==> config.mk <==
export PLATFORM = sky130hd
export DESIGN_NAME = seq_pattern_tx
export DESIGN_NICKNAME = d
export VERILOG_FILES = /design/src/rtl/seq_pattern_tx.sv
export SDC_FILE = /design/constraint.sdc
export NUM_CORES = 1
export LEC_CHECK = 0
export CELL_PAD_IN_SITES_DETAIL_PLACEMENT = 0
export CELL_PAD_IN_SITES_GLOBAL_PLACEMENT = 1
export CORE_MARGIN = 2
export CORE_UTILIZATION = 44
export DETAILED_ROUTE_END_ITERATION = 12
export PLACE_DENSITY = 0.89
export SLEW_MARGIN = 20
export SYNTH_ARGS = -nofsm -noshare
export SYNTH_HDL_FRONTEND = slang
export SYNTH_SLANG_ARGS = --single-unit
==> constraint.sdc <==
create_clock -name clk -period 5.3 [get_ports clk]
set_input_delay 1.59 -clock clk [delete_from_list [all_inputs] [get_ports clk]]
set_output_delay 1.59 -clock clk [all_outputs]
set_load 0.05 [all_outputs]
==> src/rtl/seq_pattern_tx.sv <==
// Serial pattern transmitter: first bit one cycle after an accepted start; start is ignored while busy or done.
// Build option SEQ_TX_NOISE_GAP_EN fills inter-frame gaps with bits from an 8-bit LFSR instead of zeros.
module seq_pattern_tx #(
  parameter int PAT_W   = 4,
  parameter int BIT_DIV = 1,
  parameter int REP_W   = 4
) (
  input  logic             clk,
  input  logic             reset,
  input  logic             start,
  input  logic [PAT_W-1:0] pattern,
  input  logic [REP_W-1:0] repeat_cnt,
  input  logic [3:0]       gap_bits,
  output logic             seq_out,
  output logic             bit_valid,
  output logic             busy,
  output logic             done
);

  localparam int DIV_W = $clog2(BIT_DIV + 1);
  localparam int IDX_W = $clog2(PAT_W);
  localparam logic [DIV_W-1:0] DIV_LAST = DIV_W'(BIT_DIV - 1);
  localparam logic [IDX_W-1:0] IDX_MSB  = IDX_W'(PAT_W - 1);

  typedef enum logic [1:0] {S_IDLE, S_SEND, S_GAP, S_DONE} state_t;

  state_t           r_state, w_state_nxt;
  logic [DIV_W-1:0] r_div, w_div_nxt;
  logic [IDX_W-1:0] r_idx, w_idx_nxt;
  logic [REP_W-1:0] r_frames, w_frames_nxt;
  logic [3:0]       r_gap_cnt, w_gap_cnt_nxt;
  logic [PAT_W-1:0] r_pat, w_pat_nxt;
  logic [3:0]       r_gap, w_gap_nxt;
  logic             r_seq_out, r_bit_valid, r_busy, r_done;
  logic             w_seq_nxt, w_bv_nxt, w_busy_nxt, w_done_nxt;
  logic             w_bit_end;
  logic             w_noise_bit;

  assign w_bit_end = (r_div == DIV_LAST);

`ifdef SEQ_TX_NOISE_GAP_EN
  logic [7:0] r_lfsr;
  logic [7:0] w_lfsr_nxt;

  // Steps once at the end of every gap bit period, holds otherwise.
  always_comb begin
    w_lfsr_nxt = r_lfsr;
    if (r_state == S_GAP && w_bit_end)
      w_lfsr_nxt = {r_lfsr[6:0], r_lfsr[7] ^ r_lfsr[5] ^ r_lfsr[4] ^ r_lfsr[3]};
  end

  always_ff @(posedge clk or negedge reset) begin
    if (!reset) r_lfsr <= 8'hA5;
    else        r_lfsr <= w_lfsr_nxt;
  end

  assign w_noise_bit = w_lfsr_nxt[0];
`else
  assign w_noise_bit = 1'b0;
`endif

  always_comb begin
    w_state_nxt   = r_state;
    w_div_nxt     = r_div;
    w_idx_nxt     = r_idx;
    w_frames_nxt  = r_frames;
    w_gap_cnt_nxt = r_gap_cnt;
    w_pat_nxt     = r_pat;
    w_gap_nxt     = r_gap;
    unique case (r_state)
      S_IDLE: begin
        if (start) begin
          w_state_nxt   = S_SEND;
          w_pat_nxt     = pattern;
          w_gap_nxt     = gap_bits;
          w_frames_nxt  = (repeat_cnt == '0) ? REP_W'(1) : repeat_cnt;
          w_idx_nxt     = IDX_MSB;
          w_div_nxt     = '0;
          w_gap_cnt_nxt = '0;
        end
      end
      S_SEND: begin
        if (w_bit_end) begin
          w_div_nxt = '0;
          if (r_idx != '0) begin
            w_idx_nxt = r_idx - IDX_W'(1);
          end else if (r_frames > REP_W'(1)) begin
            w_frames_nxt  = r_frames - REP_W'(1);
            w_idx_nxt     = IDX_MSB;
            w_gap_cnt_nxt = '0;
            w_state_nxt   = (r_gap != 4'd0) ? S_GAP : S_SEND;
          end else begin
            w_state_nxt = S_DONE;
          end
        end else begin
          w_div_nxt = r_div + DIV_W'(1);
        end
      end
      S_GAP: begin
        if (w_bit_end) begin
          w_div_nxt = '0;
          if (r_gap_cnt == r_gap - 4'd1) begin
            w_state_nxt   = S_SEND;
            w_idx_nxt     = IDX_MSB;
            w_gap_cnt_nxt = '0;
          end else begin
            w_gap_cnt_nxt = r_gap_cnt + 4'd1;
          end
        end else begin
          w_div_nxt = r_div + DIV_W'(1);
        end
      end
      S_DONE: begin
        w_state_nxt = S_IDLE;
        w_div_nxt   = '0;
      end
      default: begin
        w_state_nxt = S_IDLE;
      end
    endcase

    // Outputs are registered, so they are derived from the state being entered.
    w_busy_nxt = (w_state_nxt == S_SEND) || (w_state_nxt == S_GAP);
    w_done_nxt = (w_state_nxt == S_DONE);
    w_bv_nxt   = (w_state_nxt == S_SEND) && (w_div_nxt == '0);
    w_seq_nxt  = 1'b0;
    if (w_state_nxt == S_SEND)     w_seq_nxt = w_pat_nxt[w_idx_nxt];
    else if (w_state_nxt == S_GAP) w_seq_nxt = w_noise_bit;
  end

  always_ff @(posedge clk or negedge reset) begin
    if (!reset) begin
      r_state     <= S_IDLE;
      r_div       <= '0;
      r_idx       <= '0;
      r_frames    <= '0;
      r_gap_cnt   <= '0;
      r_pat       <= '0;
      r_gap       <= '0;
      r_seq_out   <= 1'b0;
      r_bit_valid <= 1'b0;
      r_busy      <= 1'b0;
      r_done      <= 1'b0;
    end else begin
      r_state     <= w_state_nxt;
      r_div       <= w_div_nxt;
      r_idx       <= w_idx_nxt;
      r_frames    <= w_frames_nxt;
      r_gap_cnt   <= w_gap_cnt_nxt;
      r_pat       <= w_pat_nxt;
      r_gap       <= w_gap_nxt;
      r_seq_out   <= w_seq_nxt;
      r_bit_valid <= w_bv_nxt;
      r_busy      <= w_busy_nxt;
      r_done      <= w_done_nxt;
    end
  end

  assign seq_out   = r_seq_out;
  assign bit_valid = r_bit_valid;
  assign busy      = r_busy;
  assign done      = r_done;

endmodule

# == After elaboration in Yosys (flattened, before gate mapping) ==
# Cells that the tools add are included.
# word_totals
register_bits,25
latch_bits,0
ram_bits,0
rom_bits,0
in_bits,15
output_inout_bits,4
word_cells,79
mem_count,0
# op_classes
addsub,5
n_mul,0
div,0
n_lt_le_gt_ge,2
eq_ne,12
shifts,0
mux,36
bitwise,1
n_reduce_logical,12
# ops
op,count
4-bit two-way mux,13
2-bit two-way mux,13
4-bit one-hot mux with 3 select lines,1
"2-bit inequality test, second input constant",5
"2-bit == test, second input constant",4
2-bit one-hot mux with 4 select lines,1
4-bit one-hot mux with 2 select lines,1
"4-bit by 1-bit subtractor with 4-bit output, second input constant",2
2-bit one-hot mux with 3 select lines,1
6-bit AND reduction,1
5-bit AND reduction,1
"4-bit by 1-bit adder with 4-bit output, second input constant",1
"2-bit by 1-bit == test with 1-bit output, second input constant",2
4-bit == test,1
"4-bit by 1-bit greater-than comparator with 1-bit output, second input constant",1
4-bit zero test,1
1-bit two-way mux,4
2-bit nonzero test,2
4-bit nonzero test,1
"2-bit by 3-bit less-than comparator with 1-bit output, second input constant",1
1-bit one-hot mux with 3 select lines,1
3-bit nonzero test,1
1-bit binary-select mux with 2-bit select,1
2-bit zero test,1
7 further kinds,7

# == Depth between registers and ports, before layout ==
# Gate-level depths: netlist (run 1).
# depth
depth_word,8
depth_mapped,11
ltp_nobuf,11

# == Least setup slack after synthesis (run 1) ==
# OpenSTA, ideal clock, no wires.
# synth_path
path_type,input port to flip-flop
from,input port start
to,"register r_seq_out, in the netlist seq_out"
setup_ps,96
t_arrival_ps,2576
required_ps,5204
setup_slack_ps,2628
path_stages,6
n_path_buf,0
cell_sequence,nor2_1 -> a31o_2 -> o21ai_0 -> ha_1 -> o221ai_1 -> o32ai_2
# synth_via
word_cells_on_any_way,10
cone_classes,eq/ne: 1; mux: 9
# synth_lines
element,line_no,rtl
from (decl),10,"input logic start,"
2-bit two-way mux,72,if (start) begin
2-bit one-hot mux with 4 select lines,70,unique case (r_state)
named net w_state_nxt[0],27,"state_t r_state, w_state_nxt;"
2-bit by 1-bit == test with 1-bit output,127,if (w_state_nxt == S_SEND) w_seq_nxt = w_pat_nxt[w_idx_nxt];
1-bit two-way mux,127,
named net w_seq_nxt,35,"logic w_seq_nxt, w_bv_nxt, w_busy_nxt, w_done_nxt;"
to (signal assigned),152,r_seq_out <= w_seq_nxt;
to (decl),34,"logic r_seq_out, r_bit_valid, r_busy, r_done;"
# The timed path passes the listed nets, and every way through them passes these cells. The select of a mux whose other input is x is not followed.
# A chain may end at the register's enable or synchronous reset.

# == Worst setup path after layout (run 1) ==
# layout_path
from,input port start
to,register r_gap_cnt[3]
# layout_via
elab_chain_len,2
# layout_lines
element,line_no,rtl
2-bit inequality test (no source line),--,
6-bit AND reduction (no source line),--,
to (signal assigned),149,r_gap_cnt <= w_gap_cnt_nxt;
to (decl),31,"logic [3:0] r_gap_cnt, w_gap_cnt_nxt;"
# Every way passes these cells.

==> out/results.tsv, run 1 <==
metric	value	unit
status	finished, final reports clean	
first-pass GRT wire length	4970	um
WL/cell	13.0	um
H-tree depth	1	
largest family of logic cells by synthesized area	simple AND/OR/NAND/NOR gates	
Post-CTS Hold Buffers	0	
fin crit period	3.16	ns
synthesized flop and latch total	25	
max cap viols	0	
die area	3680	sq um
later-pin clock latency in the skew report	0.32	ns
post-layout util	54.8	%
Synth Area in Simple Gates	21.6	%
Final Setup Violations	0	
crit path max fanout	10	
dominant cells by area after synthesis	dfrtp_1 (44%), nand2_1 (7.2%), ha_1 (6.2%), o21ai_0 (4.6%), nor2_1 (3.5%)	
WS Path Type	in2reg	
# diodes	0	
fmax	317	MHz
share of post-route cells with drive strength above 1	9.41	%
Worst Hold Class	reg2reg	
top-area cell type share of the netlist area	44.3	%
Critical Path RT	5.54	ns
die height	60.7	um
post-route ant nets	0	
Initial Util	46.3	%
Critical Path AT	3.39	ns
hpwl dp	2140	um
number of synthesized flops with an enable pin	0	
Max VDD drop	291	uV
CP max-delay cell	clkdlybuf4s50_1	
vias per cell	5.16	
FILL cells	284	
Post-Route WL	2790	um
Reg area	626	sq um
post-synthesis sequential area ratio	44.3	%
TritonCTS buffer count	3	
Worst Skew	0.00206	ns
Post-Synth Adder-Cell Area	6.20	%
overall routing resource usage	18.0	%
RSZ-0062 raised after global routing	false	
crit-path leading delay family	simple AND/OR/NAND/NOR gates	
io pins	19	
reg2reg end	seq_out	
Final Hold Fails	0	
Site Rows	20	
footprint of the multi-input gates	741	sq um
XOR/XNOR Fraction of Synth Area	5.49	%
initial DRC count	52	
postcts setup bufs	0	
placed instance area	1650	sq um
R2R cell count	10	
area leader, netlist	dfrtp_1	
Pleak	0.734	nW
grt ovf	0	
largest stage delay on the critical path	0.51	ns
PwrDens	578	nW/um^2
Clock Pin Slew Worst Setup and Hold Paths	0.14	ns
critical path cell sequence	clkdlybuf4s50_1 -> nand2_1 -> o21ai_1 -> nor2_1 -> or2_1 -> o31ai_1	
RePlAce Congestion	0.809	
Die Span X	60.7	um
Net Count, Synth	171	
commonest non-fill, non-tap cell in the layout	nand2_1	
Hold Path Origin	r_pat[1]	
Clock Tree Root	clkbuf_4	
Worst Max-Slew Pin Slew	0.527	ns
clock sink count	25	
buffers and inverters on the worst path	1	
Synth Instances	149	
synth warn	0	
placeable core area	3050	sq um
Setup TNS	0	ns
Crit. End Element	flop	
worst rel slew slack	64.6	%
multiplexer area fraction after synthesis	3.45	%
worst r2r src	r_frames[0]	
P&R area growth vs syn	18.4	%
Pre-Repair DR Iteration Count	4	
hold path endpoint	r_pat[1]	
Cell variety after synth	42	
drc violations	0	
worst slack, placed	1.82	ns
Avg Cell Area, Syn	9.48	sq um
CTS tree	done	
vias in the first global route	1127	
initial antenna violation count	0	
compound-gate portion of the synthesized area	15.7	%
Hold Path Cell Cnt	1	
final worst path period share	59.6	%
Via Count	1104	
Setup crit start kind	input port	
r2r setup slk	2.83	ns
Final Cell Area	1670	sq um
PostCTS Resize Cnt	0	
Mapped Area	1410	sq um
most frequent cells in the layout	nand2_1 (27), dfrtp_1 (25), clkdlybuf4s50_1 (18)	
Max Root-Sink Buffers	2	
Async SR Flop Fraction	100	%
final worst slack	2.14	ns
Primary FF master, synth	dfrtp_1	
Slew Viols, Final	0	
Final #Nets	193	
input/output buffers	18	
largest net degree at the start of global routing	26	
-- sequential cells by signal, summed over array words and instances (netlist names) --
register / flops
r_pat: 4
r_idx: 2
r_state: 2
r_div: 1
r_gap_cnt: 4
r_frames: 4
r_gap: 4
bit_valid: 1
busy: 1
done: 1
seq_out: 1
-- cell families after synthesis --
logic type / after synthesis
muxes: 4
DFF: 25
xor gates and xnor gates: 5
and+or+nand+nor: 62
AOI/OAI and AO/OA: 34
buffers and inverters: 12
adders and majority gates: 7
-- metrics by stage --
| step | cells | power [mW] | hold slack (ns) |
|---|---|---|---|
| 2_1_floorplan | 149 | 0.759 | 0.466 |
| 3_3_place_gp | 210 | 0.870 | 0.483 |
| 3_5_place_dp | 210 | 0.887 | 0.493 |
| 4_1_cts | 214 | 0.979 | 0.531 |
| 5_1_grt | 214 | 1.06 | 0.549 |
| 6_report | 214 | 0.967 | 0.527 |
-- where the power goes --
| group | switching (mW) | internal (mW) |
|---|---|---|
| Clock | 0.0576 | 0.0295 |
| Combinational | 0.301 | 0.242 |
| Sequential | 0.0682 | 0.268 |
-- how the worst max path moves through the flow --
stage / start / end / cells past startpoint
final: start / r_gap_cnt[3] / 6
after global routing: start / r_gap_cnt[3] / 6
after CTS: start / r_gap_cnt[3] / 6
after floorplan: start / seq_out / 6
after detailed placement: start / r_gap_cnt[3] / 6
after global placement: start / seq_out / 6
-- cell usage after synthesis (2+ instances only) --
master,instances
dfrtp_1,25
a31oi_1,2
ha_1,7
o21ai_1,3
nor3_1,4
nor2_1,13
nand2_1,27
xnor2_1,2
inv_1,10
a21oi_1,3
o21ai_0,13
o31ai_1,2
o22ai_1,2
mux2_2,2
nor2b_1,4
nand2b_1,3
and2_1,2
-- layer usage --
metal,GRT usage (%),vias up,share of wire [%]
met5,0,-,0
met4,7.45,0,0.61
met3,2.35,2,3.4
met2,30.9,20,49
met1,22.9,527,47
li1,-,555,-
-- layout make-up --
cell class	instances	share of cell area, %
Tap cell	44	3.29
Timing Repair Buffer	19	11.2
Sequential cell	25	37.4
Multi-Input combinational cell	112	44.3
Inverter	10	2.24
Clock buffer	4	1.57
No activity file was read; power rests on OpenSTA's default activity.
==> run 2, diff against run 1 <==
- CORE_UTILIZATION: 44 -> 37
- PLACE_DENSITY: 0.89 -> 0.81
- clock period: 5.3 -> 2.7 ns (I/O delays scaled with it)
==> run 2 against run 1 <==
Against the previous run:
- non-clock buffer count increased by 4
- clock power increased to 2.7 times the previous value
- critical path depth increased by 4
- die area increased by 18%
- register-to-register slack got worse by 2.5 ns
- final cell count increased by 3.7%
==> out/results.tsv, run 2 (synthesized netlist as in run 1, its figures left out) <==
metric	value	unit	change
status	finished, final reports clean		
Final Setup Violations	0		unchanged
WL/cell	13.7	um	+4.8%
Critical Path AT	2.56	ns	-0.83 ns
initial DRC count	26		-50%
Final Cell Area	1730	sq um	+3.4%
final worst slack	0.324	ns	-1.82 ns
WS Path Type	reg2reg		
TritonCTS buffer count	3		unchanged
Max Root-Sink Buffers	2		unchanged
P&R area growth vs syn	22.5	%	
buffers and inverters on the worst path	1		unchanged
most frequent cells in the layout	nand2_1 (27), dfrtp_1 (25), clkdlybuf4s50_1 (18)		
max cap viols	0		unchanged
Initial Util	38.6	%	-7.7 points
largest net degree at the start of global routing	26		unchanged
Worst Hold Class	reg2reg		
crit path max fanout	4		-6
share of post-route cells with drive strength above 1	12.1	%	+2.7 points
RSZ-0062 raised after global routing	false		
FILL cells	357		+26%
Die Span X	65.8	um	+8.5%
die area	4330	sq um	+18%
Setup TNS	0	ns	unchanged
post-route ant nets	0		unchanged
fin crit period	2.38	ns	
Slew Viols, Final	0		unchanged
placeable core area	3660	sq um	+20%
worst rel slew slack	66.7	%	+2.1 points
io pins	19		unchanged
crit-path leading delay family	compound AO/OA/AOI/OAI gates		
Site Rows	22		+10%
Post-Route WL	3040	um	+8.7%
Worst Max-Slew Pin Slew	0.498	ns	-0.0292 ns
Worst Skew	0.00943	ns	+0.00737 ns
vias in the first global route	1153		+2.3%
# diodes	0		unchanged
Pleak	0.760	nW	+3.6%
Max VDD drop	585	uV	+100%
initial antenna violation count	0		unchanged
Pre-Repair DR Iteration Count	4		unchanged
die height	65.8	um	+8.5%
Clock Pin Slew Worst Setup and Hold Paths	0.10	ns	-0.04 ns
placed insts	218		+3.8%
overall routing resource usage	16.1	%	-1.9 points
largest stage delay on the critical path	0.42	ns	-0.09 ns
hpwl dp	2340	um	+9.4%
RePlAce Congestion	0.780		-3.6%
PostCTS Resize Cnt	0		unchanged
later-pin clock latency in the skew report	0.28	ns	-0.04 ns
Critical Path RT	2.88	ns	-2.66 ns
vias per cell	5.06		-1.9%
fmax	421	MHz	
Crit. End Element	flop		
grt ovf	0		unchanged
Power Total	2.01	mW	+110%
CTS tree	done		
commonest non-fill, non-tap cell in the layout	nand2_1		
PwrDens	1160	nW/um^2	+100%
critical path cell sequence	inv_1 -> ha_1 -> nor2_1 -> nor3_1 -> a21oi_1 -> a31o_2 -> o21ai_0 -> ha_1 -> o221ai_1 -> o32ai_2		
worst slack, placed	0.0851	ns	-1.73 ns
Crit path top cell by count	ha_1		
Clock Tree Root	clkbuf_8		
Via Count	1123		+1.7%
post-layout util	47.3	%	-7.5 points
Setup crit start kind	flop		
Hold Worst Slack	0.516	ns	-0.0106 ns
Final #Nets	197		+2.1%
clock sink count	25		unchanged
CP max-delay cell	dfrtp_1		
Post-Layout Cell Count	222		+3.7%
input/output buffers	18		unchanged
first-pass GRT wire length	5290	um	+6.3%
Final Hold Fails	0		unchanged
postcts setup bufs	0		unchanged
final worst path period share	88.0	%	
drc violations	0		unchanged
placed instance area	1680	sq um	+2.1%
H-tree depth	1		unchanged
Post-CTS Hold Buffers	0		unchanged
==> run 2: final cells by class <==
type                    instances  area (sq um)  area share (%)
multi-input cells             112           741            42.8
flip-flops and latches         25           626            36.2
repair buffers                 23           218            12.6
well taps                      48          60.1            3.47
clock buffers                   3          41.3            2.39
inverters                      10          37.5            2.17
clock inverters                 1          7.51           0.434
==> run 2: final timing paths <==
path / to / slack, ns / startpoint / depth (start not counted)
min reg2reg: r_pat[3] / 0.52 / r_pat[3] / 1
max: seq_out / 0.32 / r_frames[0] / 10
min: r_pat[3] / 0.52 / r_pat[3] / 1
max in group asynchronous: r_gap[3] / 1.55 / reset / 2
min in group asynchronous: r_frames[2] / 0.89 / reset / 2
max reg2reg: seq_out / 0.32 / r_frames[0] / 10
==> run 2: per-layer routing <==
layer | vias up | wire [um] | GRT usage (%)
met2 | 18 | 1510 | 26.8
met1 | 537 | 1360 | 20.5
met3 | 5 | 104 | 2.73
met5 | - | 0 | 0
met4 | 0 | 57 | 7.03
li1 | 563 | - | -
==> run 2: power breakdown <==
group	internal, mW	switching (mW)	leakage (nW)
Sequential	0.528	0.138	0.312
Clock	0.105	0.127	0.0217
Combinational	0.509	0.606	0.427
==> run 2: worst register-to-register path, stage by stage (launching register included) <==
cell and delay (ns):
dfrtp_1 0.42, inv_1 0.09, ha_1 0.20, nor2_1 0.07, nor3_1 0.28, a21oi_1 0.11, a31o_2 0.26, o21ai_0 0.28
ha_1 0.25, o221ai_1 0.13, o32ai_2 0.21
==> run 3, diff against run 2 <==
- ABC_AREA: unset -> 1
- CORE_ASPECT_RATIO: unset -> 1.5
- CORE_UTILIZATION: 37 -> 36
- PLACE_DENSITY: 0.81 -> 0.82
- RECOVER_POWER: unset -> 25
==> run 3 against run 2 <==
Against the previous run:
- sequential power fell by 5.4%
- wire length fell by 1.0%
- clock power decreased by 3%
- critical endpoint is now busy
- final cell count grew 18%
- critical path type is now reg2out
- largest cell class unchanged
- fmax grew 6.5%
- die area is 7.4% higher
- global-route usage is 1.5 points lower
- synthesized cell count rose by 32%
- first-iteration DRC count decreased by 23%
==> out/results.tsv, run 3 <==
metric	value	unit	change
buffers and inverters on the worst path	1		unchanged
RePlAce Congestion	0.805		+3.2%
Setup TNS	0	ns	unchanged
Final #Nets	240		+22%
synth warn	0		unchanged
CTS tree	done		
initial DRC count	20		-23%
top-area cell type share of the netlist area	42.3	%	-2.0 points
post-layout util	44.3	%	-3.0 points
number of synthesized flops with an enable pin	0		unchanged
worst rel slew slack	10.7	%	-56 points
max cap viols	0		unchanged
critical path cell sequence	clkdlybuf4s50_1		
Final Setup Violations	0		unchanged
Net Count, Synth	218		+27%
vias in the first global route	1205		+4.5%
Hold Path Origin	r_gap[3]		
Slew Viols, Final	0		unchanged
Critical Path RT	1.89	ns	-0.99 ns
Setup crit start kind	flop		
Post-Route WL	3000	um	-1.0%
RSZ-0062 raised after global routing	false		
Synth Instances	196		+32%
Primary FF master, synth	dfrtp_1		
synth cell count leaders	nand2_1 (42), inv_1 (35), dfrtp_1 (25)		
CP max-delay cell	clkdlybuf4s50_1		
dominant cells by area after synthesis	dfrtp_1 (42%), nand2_1 (11%), inv_1 (8.9%), ha_1 (5.9%), nor2_1 (5.3%)		
placeable core area	3960	sq um	+8.1%
first-pass GRT wire length	5290	um	+0.13%
Worst Hold Class	reg2reg		
postcts setup bufs	0		unchanged
commonest non-fill, non-tap cell in the layout	nand2_1		
Async SR Flop Fraction	100	%	unchanged
die area	4650	sq um	+7.4%
final worst path period share	82.7	%	-5.4 points
Post-CTS Hold Buffers	0		unchanged
Cell variety after synth	30		-29%
most common cell in the netlist	nand2_1		
WS Path Type	reg2out		
r2r setup slk	0.58	ns	+0.26 ns
later-pin clock latency in the skew report	0.27	ns	about the same
post-synthesis sequential area ratio	42.3	%	-2.0 points
hold path endpoint	r_gap[3]		
synthesized flop and latch total	25		unchanged
worst r2r src	r_gap[0]		
status	finished, final reports clean		
Clock Tree Root	clkbuf_8		
crit path max fanout	1		-3
fin crit period	2.23	ns	-0.145 ns
input/output buffers	18		unchanged
PostCTS Resize Cnt	0		unchanged
Avg Cell Area, Syn	7.55	sq um	-20%
io pins	19		unchanged
grt ovf	0		unchanged
Worst Max-Slew Pin Slew	1.34	ns	+0.841 ns
initial antenna violation count	0		unchanged
Via Count	1251		+11%
overall routing resource usage	14.6	%	-1.5 points
area leader, netlist	dfrtp_1		
Pre-Repair DR Iteration Count	4		unchanged
drc violations	0		unchanged
PwrDens	1120	nW/um^2	-3.8%
Max Root-Sink Buffers	2		unchanged
Mapped Area	1480	sq um	+4.7%
TritonCTS buffer count	3		unchanged
Setup crit start	busy		
FILL cells	420		+18%
clock sink count	25		unchanged
Die Span X	56.3	um	-14%
Hold Path Cell Cnt	2		+1
Hold Worst Slack	0.584	ns	+0.0672 ns
Worst Skew	0.00294	ns	-0.00649 ns
Power Total	1.96	mW	-2.6%
crit-path leading delay family	buffers and inverters		
WL/cell	11.5	um	-16%
Crit. End Element	output pin		
largest net degree at the start of global routing	26		unchanged
fmax	448	MHz	+6.5%
die height	82.5	um	+25%
Pleak	0.888	nW	+17%
# diodes	0		unchanged
H-tree depth	1		unchanged
most frequent cells in the layout	nand2_1 (42), inv_1 (35), dfrtp_1 (25)		
hpwl dp	2380	um	+1.7%
Final Hold Fails	0		unchanged
Clock Pin Slew Worst Setup and Hold Paths	0.09	ns	about the same
Initial Util	37.4	%	-1.2 points
reg2reg end	seq_out		
Critical Path AT	1.42	ns	-1.14 ns
R2R cell count	10		unchanged
Site Rows	28		+27%
Max VDD drop	584	uV	-0.16%
P&R area growth vs syn	18.5	%	
largest stage delay on the critical path	0.80	ns	+0.38 ns
vias per cell	4.77		-5.6%
post-route ant nets	0		unchanged
share of post-route cells with drive strength above 1	8.29	%	-3.8 points
[run 3: cell count changes in the layout (fill, tap and decap cells not counted), moves of 4 or more]
cell     change
inv_2        +5
inv_1       +25
nor2_1       +8
buf_4        -5
nand2_1     +15
a21oi_1      +4
nor2b_1      -4
nand3_1     +13
[run 3: per-stage QoR]
step                instance area, sq um  setup slack, ns  cells
finish                              1750            0.468    262
global route                        1750            0.199    262
global placement                    1710            0.421    258
CTS                                 1760            0.449    262
floorplan                           1480            0.917    196
detailed placement                  1710            0.335    258
[run 3: worst max-delay path by stage]
stage / cells past startpoint / slack [ns] / to
2_1_floorplan: 10 / 0.92 / seq_out
3_3_place_gp: 9 / 0.42 / seq_out
3_5_place_dp: 9 / 0.33 / seq_out
4_1_cts: 1 / 0.45 / busy
5_1_grt: 2 / 0.20 / r_frames[0]
6_report: 1 / 0.47 / busy
[run 3: where the power goes]
| part | switching [mW] | total (mW) | internal (mW) |
|---|---|---|---|
| Sequential | 0.0975 | 0.629 | 0.532 |
| Clock | 0.121 | 0.225 | 0.103 |
| Combinational | 0.720 | 1.11 | 0.386 |
| Total | 0.939 | 1.96 | 1.02 |
[run 3: kinds of logic after synthesis]
group	synth area share (%)
xor+xnor	1.18
fa+ha+maj	5.92
buf+inv	11.3
compound gates	11.3
flops	42.3
simple gates	28.0
[run 3: layout make-up]
| cell class | instances | area (sq um) | area share [%] |
|---|---|---|---|
| Clock buffer | 3 | 41.3 | 2.36 |
| Clock inverter | 1 | 5.00 | 0.286 |
| Inverter | 41 | 154 | 8.78 |
| Multi-Input combinational cell | 128 | 687 | 39.2 |
| Sequential cell | 25 | 626 | 35.7 |
| Tap cell | 45 | 56.3 | 3.21 |
| Timing Repair Buffer | 19 | 184 | 10.5 |
[run 3: routing by layer]
layer / up-vias / track usage [%] / wire, um
met2: 13 / 27.5 / 1610
met5: - / 0 / 0
li1: 656 / - / -
met4: 0 / 5.48 / 40
met1: 578 / 16.7 / 1300
met3: 4 / 1.87 / 56
[run 3: tightest hold or removal path, cell delays in order, from the launching register on]
cell     delay, ns
dfrtp_1       0.39
inv_1         0.09
a21oi_1       0.07
